### src/rtl/freq_meter_pkg.sv
// Shared definitions for the frequency meter: FSM encoding, gate divisors,
// result scale factors and datapath widths.
package freq_meter_pkg;

  typedef enum logic [1:0] {
    ST_IDLE = 2'd0,
    ST_GATE = 2'd1,
    ST_DONE = 2'd2
  } state_t;

  localparam int CNT_W   = 32;  // edge counter and result width
  localparam int GATE_W  = 32;  // gate-cycle counter width
  localparam int SCALE_W = 10;  // wide enough for the largest scale (1000)
  localparam int PROD_W  = CNT_W + SCALE_W;

  // Gate divisors: G = CLK_HZ / DIV_n for mode n.
  localparam int unsigned DIV_0 = 1;
  localparam int unsigned DIV_1 = 10;
  localparam int unsigned DIV_2 = 100;
  localparam int unsigned DIV_3 = 1000;

  // Result scale: a window of 1/S seconds needs its count multiplied by S.
  localparam logic [SCALE_W-1:0] SCALE_0 = 10'd1;
  localparam logic [SCALE_W-1:0] SCALE_1 = 10'd10;
  localparam logic [SCALE_W-1:0] SCALE_2 = 10'd100;
  localparam logic [SCALE_W-1:0] SCALE_3 = 10'd1000;

  function automatic logic [SCALE_W-1:0] mode_scale(input logic [1:0] mode);
    case (mode)
      2'b00:   return SCALE_0;
      2'b01:   return SCALE_1;
      2'b10:   return SCALE_2;
      default: return SCALE_3;
    endcase
  endfunction

endpackage

### src/rtl/freq_meter_sync_edge.sv
// Brings the asynchronous measured signal into the clock domain and flags
// each low-to-high transition for one cycle.
//   clk_i  : reference clock
//   rst_i  : asynchronous active-high reset
//   sig_i  : asynchronous input signal
//   rise_o : one-cycle pulse per synchronised rising edge
module sync_edge (
  input  logic clk_i,
  input  logic rst_i,
  input  logic sig_i,
  output logic rise_o
);

  logic sync1_q;
  logic sync2_q;
  logic hist_q;

  always_ff @(posedge clk_i or posedge rst_i) begin
    if (rst_i) begin
      sync1_q <= 1'b0;
      sync2_q <= 1'b0;
      hist_q  <= 1'b0;
    end else begin
      sync1_q <= sig_i;
      sync2_q <= sync1_q;
      hist_q  <= sync2_q;
    end
  end

  assign rise_o = sync2_q & ~hist_q;

endmodule

### src/rtl/freq_meter.sv
// Gated-window frequency meter. Counts synchronised rising edges of sig_in
// over a window of G reference cycles and publishes edges*S in Hz.
//   clk_50MHz : reference clock (CLK_HZ Hz)
//   rst       : asynchronous active-high reset
//   run       : continuous measurement enable
//   m1, m0    : window select (1 s, 100 ms, 10 ms, 1 ms)
//   sig_in    : measured signal, asynchronous
//   freq_hz   : last published frequency
//   valid     : one-cycle pulse when freq_hz is published
//   ovf       : last published result saturated
//   busy      : gate window open
//
// state   | meaning
// IDLE    | waiting for run
// GATE    | window open, counting edges
// DONE    | one cycle, result published (valid)
module freq_meter
  import freq_meter_pkg::*;
#(
  parameter int unsigned CLK_HZ = 50000000
) (
  input  logic              clk_50MHz,
  input  logic              rst,
  input  logic              run,
  input  logic              m1,
  input  logic              m0,
  input  logic              sig_in,
  output logic [CNT_W-1:0]  freq_hz,
  output logic              valid,
  output logic              ovf,
  output logic              busy
);

  localparam logic [GATE_W-1:0] G_LAST_0 = GATE_W'(CLK_HZ / DIV_0 - 1);
  localparam logic [GATE_W-1:0] G_LAST_1 = GATE_W'(CLK_HZ / DIV_1 - 1);
  localparam logic [GATE_W-1:0] G_LAST_2 = GATE_W'(CLK_HZ / DIV_2 - 1);
  localparam logic [GATE_W-1:0] G_LAST_3 = GATE_W'(CLK_HZ / DIV_3 - 1);

  state_t             state_q, state_d;
  logic [1:0]         mode_q;
  logic [1:0]         win_mode_q, win_mode_d;
  logic [GATE_W-1:0]  gate_cnt_q, gate_cnt_d;
  logic [CNT_W-1:0]   edge_cnt_q, edge_cnt_d;
  logic               edge_sat_q, edge_sat_d;
  logic [CNT_W-1:0]   freq_q, freq_d;
  logic               ovf_q, ovf_d;

  logic               rise;
  logic [GATE_W-1:0]  g_last;
  logic [CNT_W-1:0]   cnt_next;
  logic               sat_next;
  logic [PROD_W-1:0]  prod;
  logic               prod_ovf;

  sync_edge u_sync_edge (
    .clk_i  (clk_50MHz),
    .rst_i  (rst),
    .sig_i  (sig_in),
    .rise_o (rise)
  );

  // Window length and scale follow the mode latched at window start, so a
  // mode change is seen as a mismatch against mode_q.
  always_comb begin
    case (win_mode_q)
      2'b00:   g_last = G_LAST_0;
      2'b01:   g_last = G_LAST_1;
      2'b10:   g_last = G_LAST_2;
      default: g_last = G_LAST_3;
    endcase
  end

  always_comb begin
    cnt_next = edge_cnt_q;
    sat_next = edge_sat_q;
    if (rise) begin
      if (&edge_cnt_q) sat_next = 1'b1;
      else             cnt_next = edge_cnt_q + CNT_W'(1);
    end
  end

  // Result is formed from the count including the last gate cycle's edge,
  // so freq_hz is already updated while valid is high.
  assign prod     = PROD_W'(cnt_next) * PROD_W'(mode_scale(win_mode_q));
  assign prod_ovf = |prod[PROD_W-1:CNT_W];

  always_comb begin
    state_d    = state_q;
    win_mode_d = win_mode_q;
    gate_cnt_d = gate_cnt_q;
    edge_cnt_d = edge_cnt_q;
    edge_sat_d = edge_sat_q;
    freq_d     = freq_q;
    ovf_d      = ovf_q;
    case (state_q)
      ST_IDLE: begin
        if (run) begin
          state_d    = ST_GATE;
          win_mode_d = mode_q;
          gate_cnt_d = '0;
          edge_cnt_d = '0;
          edge_sat_d = 1'b0;
        end
      end
      ST_GATE: begin
        if (!run) begin
          state_d = ST_IDLE;
        end else if (mode_q != win_mode_q) begin
          // Abort beats a coinciding last cycle: restart with the new mode.
          win_mode_d = mode_q;
          gate_cnt_d = '0;
          edge_cnt_d = '0;
          edge_sat_d = 1'b0;
        end else begin
          edge_cnt_d = cnt_next;
          edge_sat_d = sat_next;
          if (gate_cnt_q == g_last) begin
            state_d = ST_DONE;
            freq_d  = prod_ovf ? '1 : prod[CNT_W-1:0];
            ovf_d   = sat_next | prod_ovf;
          end else begin
            gate_cnt_d = gate_cnt_q + GATE_W'(1);
          end
        end
      end
      ST_DONE: begin
        if (run) begin
          state_d    = ST_GATE;
          win_mode_d = mode_q;
          gate_cnt_d = '0;
          edge_cnt_d = '0;
          edge_sat_d = 1'b0;
        end else begin
          state_d = ST_IDLE;
        end
      end
      default: state_d = ST_IDLE;
    endcase
  end

  always_ff @(posedge clk_50MHz or posedge rst) begin
    if (rst) begin
      state_q    <= ST_IDLE;
      mode_q     <= 2'b00;
      win_mode_q <= 2'b00;
      gate_cnt_q <= '0;
      edge_cnt_q <= '0;
      edge_sat_q <= 1'b0;
      freq_q     <= '0;
      ovf_q      <= 1'b0;
    end else begin
      state_q    <= state_d;
      mode_q     <= {m1, m0};
      win_mode_q <= win_mode_d;
      gate_cnt_q <= gate_cnt_d;
      edge_cnt_q <= edge_cnt_d;
      edge_sat_q <= edge_sat_d;
      freq_q     <= freq_d;
      ovf_q      <= ovf_d;
    end
  end

  assign freq_hz = freq_q;
  assign ovf     = ovf_q;
  assign busy    = (state_q == ST_GATE);
  assign valid   = (state_q == ST_DONE);

endmodule
### config.mk
export PLATFORM = sky130hd
export DESIGN_NAME = freq_meter
export DESIGN_NICKNAME = d
export VERILOG_FILES = /design/src/rtl/freq_meter_pkg.sv /design/src/rtl/freq_meter_sync_edge.sv /design/src/rtl/freq_meter.sv
export SDC_FILE = /design/constraint.sdc
export NUM_CORES = 1
export LEC_CHECK = 0
export BUFFER_PORTS_ARGS = -buffer_cell sky130_fd_sc_hd__clkbuf_2
export CAP_MARGIN = 10
export CORE_ASPECT_RATIO = 0.9
export CORE_MARGIN = 5
export CORE_UTILIZATION = 55
export CTS_BUF_LIST = sky130_fd_sc_hd__clkbuf_4
export CTS_CLUSTER_SIZE = 14
export DETAILED_ROUTE_END_ITERATION = 7
export PLACE_DENSITY = 0.72
export SLEW_MARGIN = 0
export SYNTH_ARGS = -nofsm -noshare
export SYNTH_HDL_FRONTEND = slang
export SYNTH_SLANG_ARGS = --single-unit
export TNS_END_PERCENT = 1
### constraint.sdc
create_clock -name clk_50MHz -period 7.7 [get_ports clk_50MHz]
set_clock_uncertainty 0.2 [all_clocks]
set_input_delay 0.77 -clock clk_50MHz [delete_from_list [all_inputs] [get_ports clk_50MHz]]
set_output_delay 0.77 -clock clk_50MHz [all_outputs]
set_load 0.1 [all_outputs]
Word level (Yosys, flattened, before mapping). Index checks and enable logic that the tools add are counted.

Register bits: 107. Input port bits: 6. Output and inout port bits: 35.

Add/sub/neg operators: 2. Multipliers: 1. Equal/unequal tests: 13. Mux-type cells: 29. Bitwise operators: 4. Reduce and logical (&&, ||, !) cells: 11.

Operators with widths (number): 2-to-1 mux 32 bit (9); one-hot mux 32 bit (2 select lines) (2); one-hot mux 26 bit (3 select lines) (1); adder 32 x 1 -> 32 bit, second input constant (2); multiplier 32 x 10 -> 42 bit (1); == test 32 bit (1); AND reduction 32 bit (1); one-hot mux 10 bit (3 select lines) (1); 2-to-1 mux 2 bit (7); AND reduction 4 bit (3); OR reduction 10 bit (1); 2-to-1 mux 1 bit (6); inequality test 3 bit, second input constant (2); one-hot mux 2 bit (3 select lines) (1); AND reduction 3 bit (2); == test 2 x 1 -> 1 bit, second input constant (2); == test 2 bit, second input constant (2); zero test 2 bit (2); inequality test 2 x 1 -> 1 bit, second input constant (2); inequality test 2 bit, second input constant (2); one-hot mux 2 bit (2 select lines) (1); inequality test 3 x 2 -> 1 bit, second input constant (1); inequality test 2 bit (1); NOT 1 bit (2); other kinds (5) (5).

Logic depth before layout (Yosys ltp).
Depth after elaboration: 7. Gate-level depth with buffers: 33. Depth with buffers taken out: 29.

Cells and area by module. From an unflattened synthesis, not the netlist that was laid out.

Cell total of the unflattened synthesis: 1748. Area total of the unflattened synthesis: 15105.7 sq um.

By module, submodules not included: freq_meter (instances 1, cells each 1743, area each 15013.1 sq um, seq. area each 2602.5 sq um); sync_edge (instances 1, cells each 5, area each 92.6 sq um, seq. area each 75.1 sq um).

Least setup slack after synthesis. OpenSTA, ideal clock, no wires.

Kind: register -> register. From: register edge_cnt_q[26]. To: register ovf_q (netlist: ovf). Arrival: 7622 ps. Required time: 7374 ps. Slack: -248 ps. Cell stages (with the launch flop): 33. Cells stage by stage: dfrtp_1 clkbuf_1 nand2_1 or4_1 buf_2 o311ai_4 nor3_2 and3_1 and3_1 buf_2 xor2_1 nand2_1 fa_1 inv_1 fa_1 inv_1 fa_1 inv_1 fa_1 inv_1 fa_1 inv_1 ha_1 clkbuf_1 and4_1 nand3_1 or4_1 o32ai_1 a211oi_1 a21o_1 nor4_4 buf_6 a21oi_2.

Longest elaborated chain between the ends: 6. Elaborated cells between the ends (all ways): 9.

RTL lines: start: declaration (RTL line freq_meter.sv:43) `logic [CNT_W-1:0] edge_cnt_q, edge_cnt_d;`; start signal: assignment (RTL line freq_meter.sv:156) `edge_cnt_q <= edge_cnt_d;`; adder 32 x 1 -> 32 bit / AND reduction 32 bit (equally long branches) (RTL line freq_meter.sv:78, freq_meter.sv:77); 2-to-1 mux 32 bit (RTL line freq_meter.sv:77) `if (&edge_cnt_q) sat_next = 1'b1;`; 2-to-1 mux 32 bit (RTL line freq_meter.sv:76) `if (rise) begin`; multiplier 32 x 10 -> 42 bit (RTL line freq_meter.sv:84) `assign prod = PROD_W'(cnt_next) * PROD_W'(mode_scale(win_mode_q));`; OR reduction 10 bit (RTL line freq_meter.sv:85) `assign prod_ovf = |prod[PROD_W-1:CNT_W];`; OR 1 bit (*) (RTL line freq_meter.sv:120) `ovf_d = sat_next | prod_ovf;`; end signal: assignment (RTL line freq_meter.sv:159) `ovf_q <= ovf_d;`; end: declaration (RTL line freq_meter.sv:46) `logic ovf_q, ovf_d;`.

Every way passes the cells marked *; elsewhere a longest branch is shown, timed or not. A chain may end at the register's enable or synchronous reset.

Worst setup path after layout.
From: register edge_cnt_q[25]. To: register freq_q[30] (netlist: freq_hz[30]).

Longest elaborated chain between the ends: 6. Elaborated cells between the ends (all ways): 7.

RTL lines: adder 32 x 1 -> 32 bit / AND reduction 32 bit (equally long branches) (RTL line freq_meter.sv:78, freq_meter.sv:77); 2-to-1 mux 32 bit (RTL line freq_meter.sv:77); 2-to-1 mux 32 bit (*) (RTL line freq_meter.sv:76); multiplier 32 x 10 -> 42 bit (*) (RTL line freq_meter.sv:84); OR reduction 10 bit (RTL line freq_meter.sv:85); 2-to-1 mux 32 bit (*) (RTL line freq_meter.sv:119) `freq_d = prod_ovf ? '1 : prod[CNT_W-1:0];`; end signal: assignment (RTL line freq_meter.sv:158) `freq_q <= freq_d;`; end: declaration (RTL line freq_meter.sv:45) `logic [CNT_W-1:0] freq_q, freq_d;`.

Marks and branches as above.

==> results <==
- The most prevalent standard cell on the critical path is sky130_fd_sc_hd__fa_1.
- Across the run, the number of max-cap violations was 0.
- The number of nets in the finished design is 2,269.
- The synthesized netlist occupies a cell area of 0.0153 mm².
- The post-CTS clock slew at the launch and capture registers of the worst setup and hold paths is 200 ps.
- The number of CTS-inserted buffers is 9.
- The initial utilization of the core area, before any placement, comes to 0.554.
- For this run, the number of Yosys warnings is 0.
- The worst-margin pin slew is 1150 ps.
- The critical path in this run is classified as flop to flop.
- The power density over cell area is 54.6 mW/mm².
- In the global route stage, overall resource usage came out at 0.242.
- Routability-driven placement finished with a final weighted congestion of 0.914.
- For flop-to-flop paths, the worst setup slack is 100 ps.
- The total power after layout is 1010 µW.
- For this design the static power due to leakage is 0.00924 µW.
- The startpoint of the most critical register-to-register path is edge_cnt_q[25].
- The final worst-path setup slack is 103 ps.
- In this run, placement finished with an instance count of 2,266.
- The worst hold-check path type is input pin to asynchronous set/reset pin.
- The cell class contributing the biggest share of worst-path delay is adder cells.
- The die is 186 µm wide.
- The synthesized area divided by synthesized cell count is 8.68 µm².
- The synthesized netlist net count is 2,079.
- The headroom to the max-slew limit is 0.234.
- The routed layout has 12,900 vias.
- The type of origin of the critical path is a flop.
- After floorplanning, the core was sized to cover 0.0277 mm².
- The type of element capturing the critical path is a flop.
- The worst-case clock buffer depth is 2.
- The total half-perimeter wirelength after legalization and detailed placement is 30.0 mm.
- In this run the critical register-to-register path is captured at freq_hz[30].
- The synthesized instance count is 1,768.
- OpenSTA, run right after detailed placement, puts the worst setup slack at -228 ps.
- Using the TritonRoute via totals, the vias-per-cell ratio works out to 5.56.
- After synthesis, the share of flip-flops with an asynchronous set or reset is 1.00.
- In this run, the number of DRC markers left after iteration 0 of detailed routing was 892.
- The worst hold slack is 95.5 ps.
- The highest-delay cell along the critical path is sky130_fd_sc_hd__fa_1.
- The via count of the first global-routing pass is 12,700.
- The worst path buffer plus inverter count is 10.
- The area of the die is 0.0313 mm².
- Counting flops and latches in the post-synthesis netlist gives 107.
- The run finished with clean final reports.
- The initial antenna violation count is 1.
- Derived from the worst setup path, the maximum achievable clock frequency is 132 MHz.
- The number of clock sinks is 107.
- The data arrival time of the critical path is 7830 ps.
- The top flip-flop cell by instance count after synthesis is sky130_fd_sc_hd__dfrtp_1.
- The layout-stage area growth over the synthesis result is 20.3%.
- The share of the clock period used by the worst path after layout is 0.987.
- The number of different library cells in the post-synthesis netlist is 84.
- The detail route stage leaves a number of antenna-violating nets equal to 0.
- The total number of placement rows is 58.
- The peak per-stage delay on the critical path is 540 ps.
- 41 I/O pins were placed.
- The final count of hold timing violations was 0.
- The share of the Yosys chip area taken by registers is 0.174.
- Clock latency on the worst-skew pair, taken at its later pin, is 550 ps.
- After detailed placement, the total cell area comes to 0.0171 mm².
- The final wirelength is 38.1 mm.
- Setup violations remaining at the end of the flow were counted as 0.
- The minimum period implied by the final worst setup slack is 7600 ps.
- Summed over all layers, the global routing overflow is 0.
- The summed area of non-filler cells in the final layout is 0.0185 mm².
- The number of input and output port buffers inserted is 40.
- The cts-stage hold buffer count is 0.
- The count of flip-flops with a built-in enable after synthesis is 0.
- The largest fanout on the critical path is 8.
- The number of detailed-routing iterations run before antenna repair is 6.
- Dividing the detail-routed wire length by the instance count gives 16.4 µm.
- The CTS tree is yes.
- The maximum number of pins on one net before global-route repair is 57.
- For the worst flop-to-flop path, the logic depth is 30.
- The first global-routing pass estimated 62.3 mm of wire.
- Clock tree synthesis selected as its root buffer the cell sky130_fd_sc_hd__clkbuf_4.
- The count of final max-slew check failures is 0.
- The fraction of final layout cells with drive strength greater than 1 is 0.238.
- IR analysis of the VDD net gives a maximum drop of 0.113 mV.
- The overall die height is 168 µm.
- The non-filler instance count after layout is 2,324.
- Setup repair after global routing could not meet its margin everywhere.
- The H-tree generated during clock tree synthesis spans 3 levels.
- The number of DRC violations after detailed routing is 0.
- The data required time of the worst path is 7930 ps.
## where the power goes
group	switching, µW	internal, µW	total (µW)
clock network	226	77.7	304
registers	4.90	566	571
logic	96.3	37.1	133
total	328	681	1010
## flip-flops by register name (all words and copies together), names as in the netlist
register,flops
edge_sat_q,1
state_q,2
gate_cnt_q,32
u_sync_edge.hist_q,1
mode_q,2
freq_hz,32
u_sync_edge.sync2_q,1
ovf,1
win_mode_q,2
u_sync_edge.sync1_q,1
edge_cnt_q,32
## kinds of logic after synthesis
kind of cell / Yosys count / synth area share
AO/OA/AOI/OAI: 315 / 0.134
AND/OR/NAND/NOR: 600 / 0.187
adder cells (fa/ha/maj): 305 / 0.339
flip-flops: 107 / 0.174
multiplexers: 3 / 0.00196
buffers and inverters: 305 / 0.0771
XOR/XNOR: 133 / 0.0869
## metrics by stage
stage / utilization / setup TNS, ps
final: 0.666 / 0
after global placement: 0.616 / -2950
after CTS: 0.630 / -2.30
after global routing: 0.666 / -5580
after floorplan: - / 0
after detailed placement: 0.616 / -6210
## per-layer routing
layer  vias to the layer above  routed length (µm)  GRT usage
li1                       6148                   -          -
met1                      6292               17500      0.351
met4                         0                 711     0.0564
met3                        56                2310     0.0428
met5                         -                   0          0
met2                       431               17600      0.383
## synth_stat cells, types with 25 or more instances
master,count,area (µm²)
sky130_fd_sc_hd__clkbuf_1,66,248
sky130_fd_sc_hd__xnor2_1,65,569
sky130_fd_sc_hd__fa_1,185,3700
sky130_fd_sc_hd__nand2_1,225,845
sky130_fd_sc_hd__o21ai_0,89,445
sky130_fd_sc_hd__a21oi_1,66,330
sky130_fd_sc_hd__nand3_1,46,230
sky130_fd_sc_hd__a21oi_2,31,272
sky130_fd_sc_hd__xor2_1,53,464
sky130_fd_sc_hd__and3_1,25,156
sky130_fd_sc_hd__ha_1,120,1500
sky130_fd_sc_hd__dfrtp_1,107,2680
sky130_fd_sc_hd__nor2_1,155,582
sky130_fd_sc_hd__and2_1,31,194
sky130_fd_sc_hd__inv_1,224,841
## how the worst max path moves through the flow
stage,start,end,slack (ps),cells past startpoint
2_1_floorplan,edge_cnt_q[26],ovf,8,32
3_3_place_gp,edge_cnt_q[3],ovf,-110,27
3_5_place_dp,edge_cnt_q[25],freq_hz[3],-230,30
4_1_cts,edge_cnt_q[25],ovf,-2,31
5_1_grt,edge_cnt_q[3],freq_hz[24],-200,30
6_report,edge_cnt_q[25],freq_hz[30],100,30
## cell usage in the layout, fill, tap and decap left out, drive strengths merged, types with 11 or more instances in the layout
master  netlist  routed
a21o         15      15
a21oi        97      97
and2         31      31
and3         25      25
buf          12     215
clkbuf       67      52
dfrtp       107     107
fa          185     185
ha          120     120
inv         226     229
nand2       226     226
nand2b       11      11
nand3        48      48
nand4        22      22
nor2        157     157
nor2b        18      18
nor3         19      19
nor4         11      11
o21a         21      21
o21ai        97      97
o31ai        12      12
xnor2        74      74
xor2         59      59
## layout make-up
type	instances	area, µm²
Tap cell	360	450
Antenna cell	1	2.50
Fill cell	2217	9260
Clock inverter	7	80.1
Inverter	226	851
Clock buffer	9	67.6
Multi-Input combinational cell	1356	12400
Timing Repair Buffer	258	1980
Sequential cell	107	2680
## repair_timing
item,in CTS,in global routing
setup endpoints to repair,33,33
gates resized for setup,34,126
pin swaps,10,59
gates cloned,1,3
buffers inserted,5,32
(Power assumes the default switching activity.)
